--- config.mk ---
export PLATFORM = sky130hd
export DESIGN_NAME = mandelbrot_iter_engine_flat
export DESIGN_NICKNAME = d
export VERILOG_FILES = /design/src/rtl/mandelbrot_iter_engine_if.sv /design/src/rtl/mandelbrot_iter_engine.sv /design/src/flat_wrapper.sv
export SDC_FILE = /design/constraint.sdc
export NUM_CORES = 2
export LEC_CHECK = 0
export ABC_AREA = 1
export ABC_CLOCK_PERIOD_IN_PS = 17400
export BUFFER_PORTS_ARGS = -buffer_cell sky130_fd_sc_hd__buf_4
export CAP_MARGIN = 20
export CORE_UTILIZATION = 46
export DETAILED_ROUTE_END_ITERATION = 16
export PLACE_DENSITY = 0.74
export SLEW_MARGIN = 15
export SYNTH_ARGS = -nofsm -noshare
export SYNTH_HDL_FRONTEND = slang
export SYNTH_SLANG_ARGS = --single-unit
--- constraint.sdc ---
create_clock -name clk -period 17.4 [get_ports clk]
set_input_delay 1.74 -clock clk [delete_from_list [all_inputs] [get_ports clk]]
set_output_delay 1.74 -clock clk [all_outputs]
set_load 0.05 [all_outputs]
--- src/rtl/mandelbrot_iter_engine_if.sv ---
// rtl/mandelbrot_iter_engine_if.sv - point-in / result-out handshake bundle for the Mandelbrot iteration engine
interface mandelbrot_iter_engine_if #(
    parameter int WORD_LENGTH = 16,
    parameter int ITER_W      = 10
);
    logic                          c_valid;
    logic                          c_ready;
    logic signed [WORD_LENGTH-1:0] c_real;
    logic signed [WORD_LENGTH-1:0] c_imag;
    logic [10:0]                   x_in;
    logic [10:0]                   y_in;
    logic [ITER_W-1:0]             max_iter;

    logic                          out_valid;
    logic                          out_ready;
    logic [ITER_W-1:0]             iter_count;
    logic                          escaped;
    logic [10:0]                   x_out;
    logic [10:0]                   y_out;

    modport master (
        output c_valid, c_real, c_imag, x_in, y_in, max_iter, out_ready,
        input  c_ready, out_valid, iter_count, escaped, x_out, y_out
    );

    modport slave (
        input  c_valid, c_real, c_imag, x_in, y_in, max_iter, out_ready,
        output c_ready, out_valid, iter_count, escaped, x_out, y_out
    );
endinterface

--- src/rtl/mandelbrot_iter_engine.sv ---
// rtl/mandelbrot_iter_engine.sv - one-point-at-a-time z = z^2 + c escape-time engine
// Optional macro CARDIOID_SKIP_EN: short-circuit points inside the period-2 bulb at accept.
module mandelbrot_iter_engine #(
    parameter int WORD_LENGTH = 16,
    parameter int FRAC        = 8,
    parameter int ITER_W      = 10
) (
    input logic                      clk,
    input logic                      rst_n,
    mandelbrot_iter_engine_if.slave  bus
);
    localparam int DW = 2 * WORD_LENGTH;

    // Escape radius 2 squared, in the FRAC-scaled domain of the shifted products.
    localparam logic signed [DW:0] ESC_LIM = (DW + 1)'(4) <<< FRAC;

    typedef enum logic [1:0] {IDLE, ITER, DONE} state_t;

    state_t state_q, state_d;

    logic signed [WORD_LENGTH-1:0] cr_q, ci_q, zr_q, zi_q;
    logic [ITER_W-1:0]             iter_q, max_q, count_q;
    logic                          esc_q;
    logic [10:0]                   x_q, y_q;

    logic signed [DW-1:0] zr_x, zi_x, sq_r, sq_i, x_ri;
    logic signed [DW:0]   mag;
    logic                 escape, at_limit, accept, bulb;
    logic signed [WORD_LENGTH-1:0] zr_next, zi_next;

    assign zr_x = DW'(zr_q);
    assign zi_x = DW'(zi_q);
    assign sq_r = (zr_x * zr_x) >>> FRAC;
    assign sq_i = (zi_x * zi_x) >>> FRAC;
    assign x_ri = (zr_x * zi_x) >>> FRAC;

    assign mag      = (DW + 1)'(sq_r) + (DW + 1)'(sq_i);
    assign escape   = mag > ESC_LIM;
    assign at_limit = (iter_q == max_q);

    assign zr_next = WORD_LENGTH'(sq_r - sq_i + DW'(cr_q));
    assign zi_next = WORD_LENGTH'((x_ri <<< 1) + DW'(ci_q));

    assign accept = (state_q == IDLE) && bus.c_valid;

`ifdef CARDIOID_SKIP_EN
    localparam logic signed [DW-1:0] ONE_X    = DW'(1) <<< FRAC;
    localparam logic signed [DW-1:0] BULB_LIM = DW'(1) <<< (2 * FRAC - 4);
    logic signed [DW-1:0] b_r, b_i;
    assign b_r  = DW'(bus.c_real) + ONE_X;
    assign b_i  = DW'(bus.c_imag);
    assign bulb = ((b_r * b_r) + (b_i * b_i)) < BULB_LIM;
`else
    assign bulb = 1'b0;
`endif

    always_ff @(posedge clk or negedge rst_n) begin
        if (!rst_n) begin
            state_q <= IDLE;
        end else begin
            state_q <= state_d;
        end
    end

    always_comb begin
        state_d       = state_q;
        bus.c_ready   = 1'b0;
        bus.out_valid = 1'b0;
        case (state_q)
            IDLE: begin
                bus.c_ready = 1'b1;
                if (bus.c_valid) begin
                    state_d = bulb ? DONE : ITER;
                end
            end
            ITER: begin
                if (escape || at_limit) begin
                    state_d = DONE;
                end
            end
            DONE: begin
                bus.out_valid = 1'b1;
                if (bus.out_ready) begin
                    state_d = IDLE;
                end
            end
            default: state_d = IDLE;
        endcase
    end

    always_ff @(posedge clk or negedge rst_n) begin
        if (!rst_n) begin
            cr_q    <= '0;
            ci_q    <= '0;
            zr_q    <= '0;
            zi_q    <= '0;
            iter_q  <= '0;
            max_q   <= '0;
            count_q <= '0;
            esc_q   <= 1'b0;
            x_q     <= '0;
            y_q     <= '0;
        end else if (accept) begin
            cr_q   <= bus.c_real;
            ci_q   <= bus.c_imag;
            x_q    <= bus.x_in;
            y_q    <= bus.y_in;
            max_q  <= bus.max_iter;
            zr_q   <= '0;
            zi_q   <= '0;
            iter_q <= '0;
            if (bulb) begin
                count_q <= bus.max_iter;
                esc_q   <= 1'b0;
            end
        end else if (state_q == ITER) begin
            if (escape) begin
                count_q <= iter_q;
                esc_q   <= 1'b1;
            end else if (at_limit) begin
                count_q <= iter_q;
                esc_q   <= 1'b0;
            end else begin
                zr_q   <= zr_next;
                zi_q   <= zi_next;
                iter_q <= iter_q + 1'b1;
            end
        end
    end

    assign bus.iter_count = count_q;
    assign bus.escaped    = esc_q;
    assign bus.x_out      = x_q;
    assign bus.y_out      = y_q;
endmodule

--- src/flat_wrapper.sv ---
// flat-port wrapper written by rule: the top's interface ports become plain ports
module mandelbrot_iter_engine_flat 
#(
    parameter int WORD_LENGTH = 16,
    parameter int FRAC        = 8,
    parameter int ITER_W      = 10
)
  (clk, rst_n, bus_c_valid, bus_c_real, bus_c_imag, bus_x_in, bus_y_in, bus_max_iter, bus_out_ready, bus_c_ready, bus_out_valid, bus_iter_count, bus_escaped, bus_x_out, bus_y_out);
  mandelbrot_iter_engine_if #(.WORD_LENGTH(WORD_LENGTH), .ITER_W(ITER_W)) bus_i ();
  input logic clk;
  input logic rst_n;
  input wire logic [$bits(bus_i.c_valid)-1:0] bus_c_valid;
  input wire logic [$bits(bus_i.c_real)-1:0] bus_c_real;
  input wire logic [$bits(bus_i.c_imag)-1:0] bus_c_imag;
  input wire logic [$bits(bus_i.x_in)-1:0] bus_x_in;
  input wire logic [$bits(bus_i.y_in)-1:0] bus_y_in;
  input wire logic [$bits(bus_i.max_iter)-1:0] bus_max_iter;
  input wire logic [$bits(bus_i.out_ready)-1:0] bus_out_ready;
  output wire logic [$bits(bus_i.c_ready)-1:0] bus_c_ready;
  output wire logic [$bits(bus_i.out_valid)-1:0] bus_out_valid;
  output wire logic [$bits(bus_i.iter_count)-1:0] bus_iter_count;
  output wire logic [$bits(bus_i.escaped)-1:0] bus_escaped;
  output wire logic [$bits(bus_i.x_out)-1:0] bus_x_out;
  output wire logic [$bits(bus_i.y_out)-1:0] bus_y_out;
  assign bus_i.c_valid = bus_c_valid;
  assign bus_i.c_real = bus_c_real;
  assign bus_i.c_imag = bus_c_imag;
  assign bus_i.x_in = bus_x_in;
  assign bus_i.y_in = bus_y_in;
  assign bus_i.max_iter = bus_max_iter;
  assign bus_i.out_ready = bus_out_ready;
  assign bus_c_ready = bus_i.c_ready;
  assign bus_out_valid = bus_i.out_valid;
  assign bus_iter_count = bus_i.iter_count;
  assign bus_escaped = bus_i.escaped;
  assign bus_x_out = bus_i.x_out;
  assign bus_y_out = bus_i.y_out;
  mandelbrot_iter_engine #(.WORD_LENGTH(WORD_LENGTH), .FRAC(FRAC), .ITER_W(ITER_W)) u_core (.clk(clk), .rst_n(rst_n), .bus(bus_i));
endmodule
==> summary.txt <==
Placement
  • DP HPWL: 68.6 mm
  • IO buf count: roughly 100
  • Placed cells: about 5400
  • Placer Congestion: ~0.97

Finish
  • Non-filler instance count after layout: 5400
  • Area grow syn2layout: 6.60%
  • Share of cells above drive strength 1: 0.0473
  • Sequential cell area: 2980 um^2
  • Filler cells: 6915
  • Final Net Count: 5458
  • Multi-input gate area: 25900 um^2

Global routing
  • Vias in the first global route: 28500
  • Initial antenna violation count: 1
  • Largest net degree at the start of global routing: 82
  • GR Overflow Total: 0
  • First-pass GRT wire length: 144 mm
  • GR Util All Layers: 0.239

Clocking
  • Post-CTS Setup Bufs: 0
  • Skew-Pair Late Insertion Delay: 0.43 ns
  • CTS tree: yes
  • CTS Buffer Depth: 2
  • TritonCTS buffer count: 17
  • Hold Buf Count CTS: 0
  • Htree depth: 4
  • Clock transition at path regs: 0.06 ns
  • Root Driver: clkbuf_16
  • Resized cells post-CTS: 0
  • Clock sinks: 119

STA
  • Hold slack final: 0.478 ns
  • Worst-margin pin slew: 0.902 ns
  • Max transition margin: 0.399
  • Final Max Slew Viols: 0
  • Final hold viol count: 0
  • Final period util: 0.570
  • RSZ-0062 raised after global routing: no
  • Final worst path period need: 9.91 ns
  • Final Skew: about 0.014 ns
  • Setup TNS: 0 ns
  • # setup viols final: 0
  • Fmax: 0.101 GHz

Critical path
  • Kind of end point of the critical path: flip-flop
  • Crit-path max cell delay: slightly below 0.6 ns
  • Critical path required time: 17.70 ns
  • Most frequent cell on the critical path: nand2_1
  • FF-to-FF path depth: 39
  • CP max stage cell: nand3_4
  • Critical Setup Path Class: reg -> reg
  • Startpoint types: flip-flop
  • Max FO, Critical Path: 43
  • CP arrival: between 10 and 15 ns

Yosys
  • Mapped cell area: ~34000 um^2
  • Yosys top cell area share: 0.386
  • Synth area leader: fa_1
  • Synthesized flop and latch total: 119
  • EDFF count, synth: 0
  • Post-synth ARST share: 1.00
  • Synthesized area per cell: 7.76 um^2
  • Synth warn: 0
  • Ranking of synthesized cells by area: fa_1 (39%), inv_1 (14%), nand2_1 (12%)
  • Post-synth top cells: inv_1 (1277), nand2_1 (1098), fa_1 (662), ha_1 (301), nand3_1 (137)
  • Ys flop type: dfrtp_1
  • Post-synthesis sequential area ratio: 0.0868
  • Mapped Cells: 4423
  • Syn nets: between 5000 and 6000
  • Most frequent cell after synthesis: inv_1
  • Number of distinct library cells after synthesis: 47

Detailed routing
  • Vias per std cell: 5.05
  • Antenna Nets Post-Route: 0
  • Vias: 27300
  • First DRT Iteration DRCs: 1910
  • Drt drc: 0
  • First-pass iteration count of the detailed router: 6
  • WL/cell: 15.8 um
  • Detailed Route WL: 85.3 mm

Min path
  • Worst hold stages: 2
  • Worst hold path type: reg -> reg

Die
  • CORE AREA: 73500 um^2
  • Die Wd: 275 um
  • # rows: 99
  • Die span in y: 275 um
  • Number of top-level pins: 103
  • Die area: between 70000 and 80000 um^2
  • Starting density of the core: 0.467

Flow run
  • Max-Cap Viols: 0

Run status
  • Status: complete, no violations
state kept, by name, indices dropped and copies added, names as in the netlist, 2 cells and up:
name,cells
u_core.iter_q,10
u_core.max_q,10
u_core.cr_q,16
u_core.ci_q,16
u_core.state_q,2
u_core.bus.iter_count,10
u_core.bus.x_out,11
u_core.zr_q,16
u_core.bus.y_out,11
u_core.zi_q,16
routing by layer:
layer  global-route usage  wire [um]  vias up
li1                     -          -    12800
met1                0.331      36600    13400
met2                0.393      40200      919
met3               0.0292       5950      155
met4               0.0731       2600        0
met5                    0          0        -
path summary, 6_finish.rpt:
kind / start / endpoint / slack (ns)
setup / recovery: u_core.zi_q[15] / u_core.zi_q[0] / 7.49
hold / removal: u_core.bus.y_out[9] / u_core.bus.y_out[9] / 0.48
setup reg to reg: u_core.zi_q[15] / u_core.zi_q[0] / 7.49
hold reg to reg: u_core.bus.y_out[9] / u_core.bus.y_out[9] / 0.48
max in group asynchronous: rst_n / u_core.bus.escaped / 14.85
min in group asynchronous: rst_n / u_core.cr_q[14] / 1.31
placed cells by master, fill, tap and decap left out, drive strengths merged, types with 5 or more instances in the layout:
cell / netlist / routed
inv: 1283 / 1284
nand2: 1102 / 1102
fa: 662 / 662
ha: 301 / 301
buf: 46 / 141
nand3: 141 / 141
nor2: 136 / 136
a21oi: 132 / 132
dfrtp: 119 / 119
xor2: 99 / 99
nand4: 75 / 75
o21ai: 65 / 65
xnor2: 51 / 51
clkbuf: 110 / 23
nor3: 18 / 18
o21bai: 13 / 13
or2: 12 / 12
a31oi: 10 / 10
o211ai: 9 / 9
a21o: 8 / 8
nor4: 5 / 5
o21a: 5 / 5
clkinv: 1 / 5
through the flow:
stage	area, um^2	setup slack [ns]	utilization
finish	36600	7.49	0.498
global route	36600	6.69	0.498
CTS	36600	7.53	0.498
detailed placement	36000	7.63	0.490
global placement	36000	7.67	0.490
floorplan	34300	9.52	-
logic make-up (layout without fill, tap and decap cells):
kind of cell,count (synthesis),count (layout),share of synthesized area
buffers and inverters,1440,1457,0.159
xor gates and xnor gates,150,150,0.0383
adders and majority gates,963,963,0.496
AOI/OAI and AO/OA,258,258,0.0424
other,0,1,0
DFF,119,119,0.0868
and+or+nand+nor,1493,1493,0.178
final cells by class:
class / count / area share
Multi-Input combinational cell: 2864 / 0.708
Inverter: 1284 / 0.132
Sequential cell: 119 / 0.0814
Tap cell: 959 / 0.0328
Timing Repair Buffer: 141 / 0.0293
Clock buffer: 23 / 0.0136
Clock inverter: 9 / 0.00315
Antenna cell: 1 / 0.0000684
critical path: cells and delay by family (launching register included):
kind	cells	cell delay, ns
AOI/OAI and AO/OA	4	0.86
xor gates and xnor gates	1	0.22
and+or+nand+nor	20	3.21
buffers and inverters	6	1.34
adders and majority gates	8	3.60
DFF	1	0.52
Power is left out: the tool's default activity adds up to more than one toggle a clock period on the data nets, which glitch-free logic cannot reach.
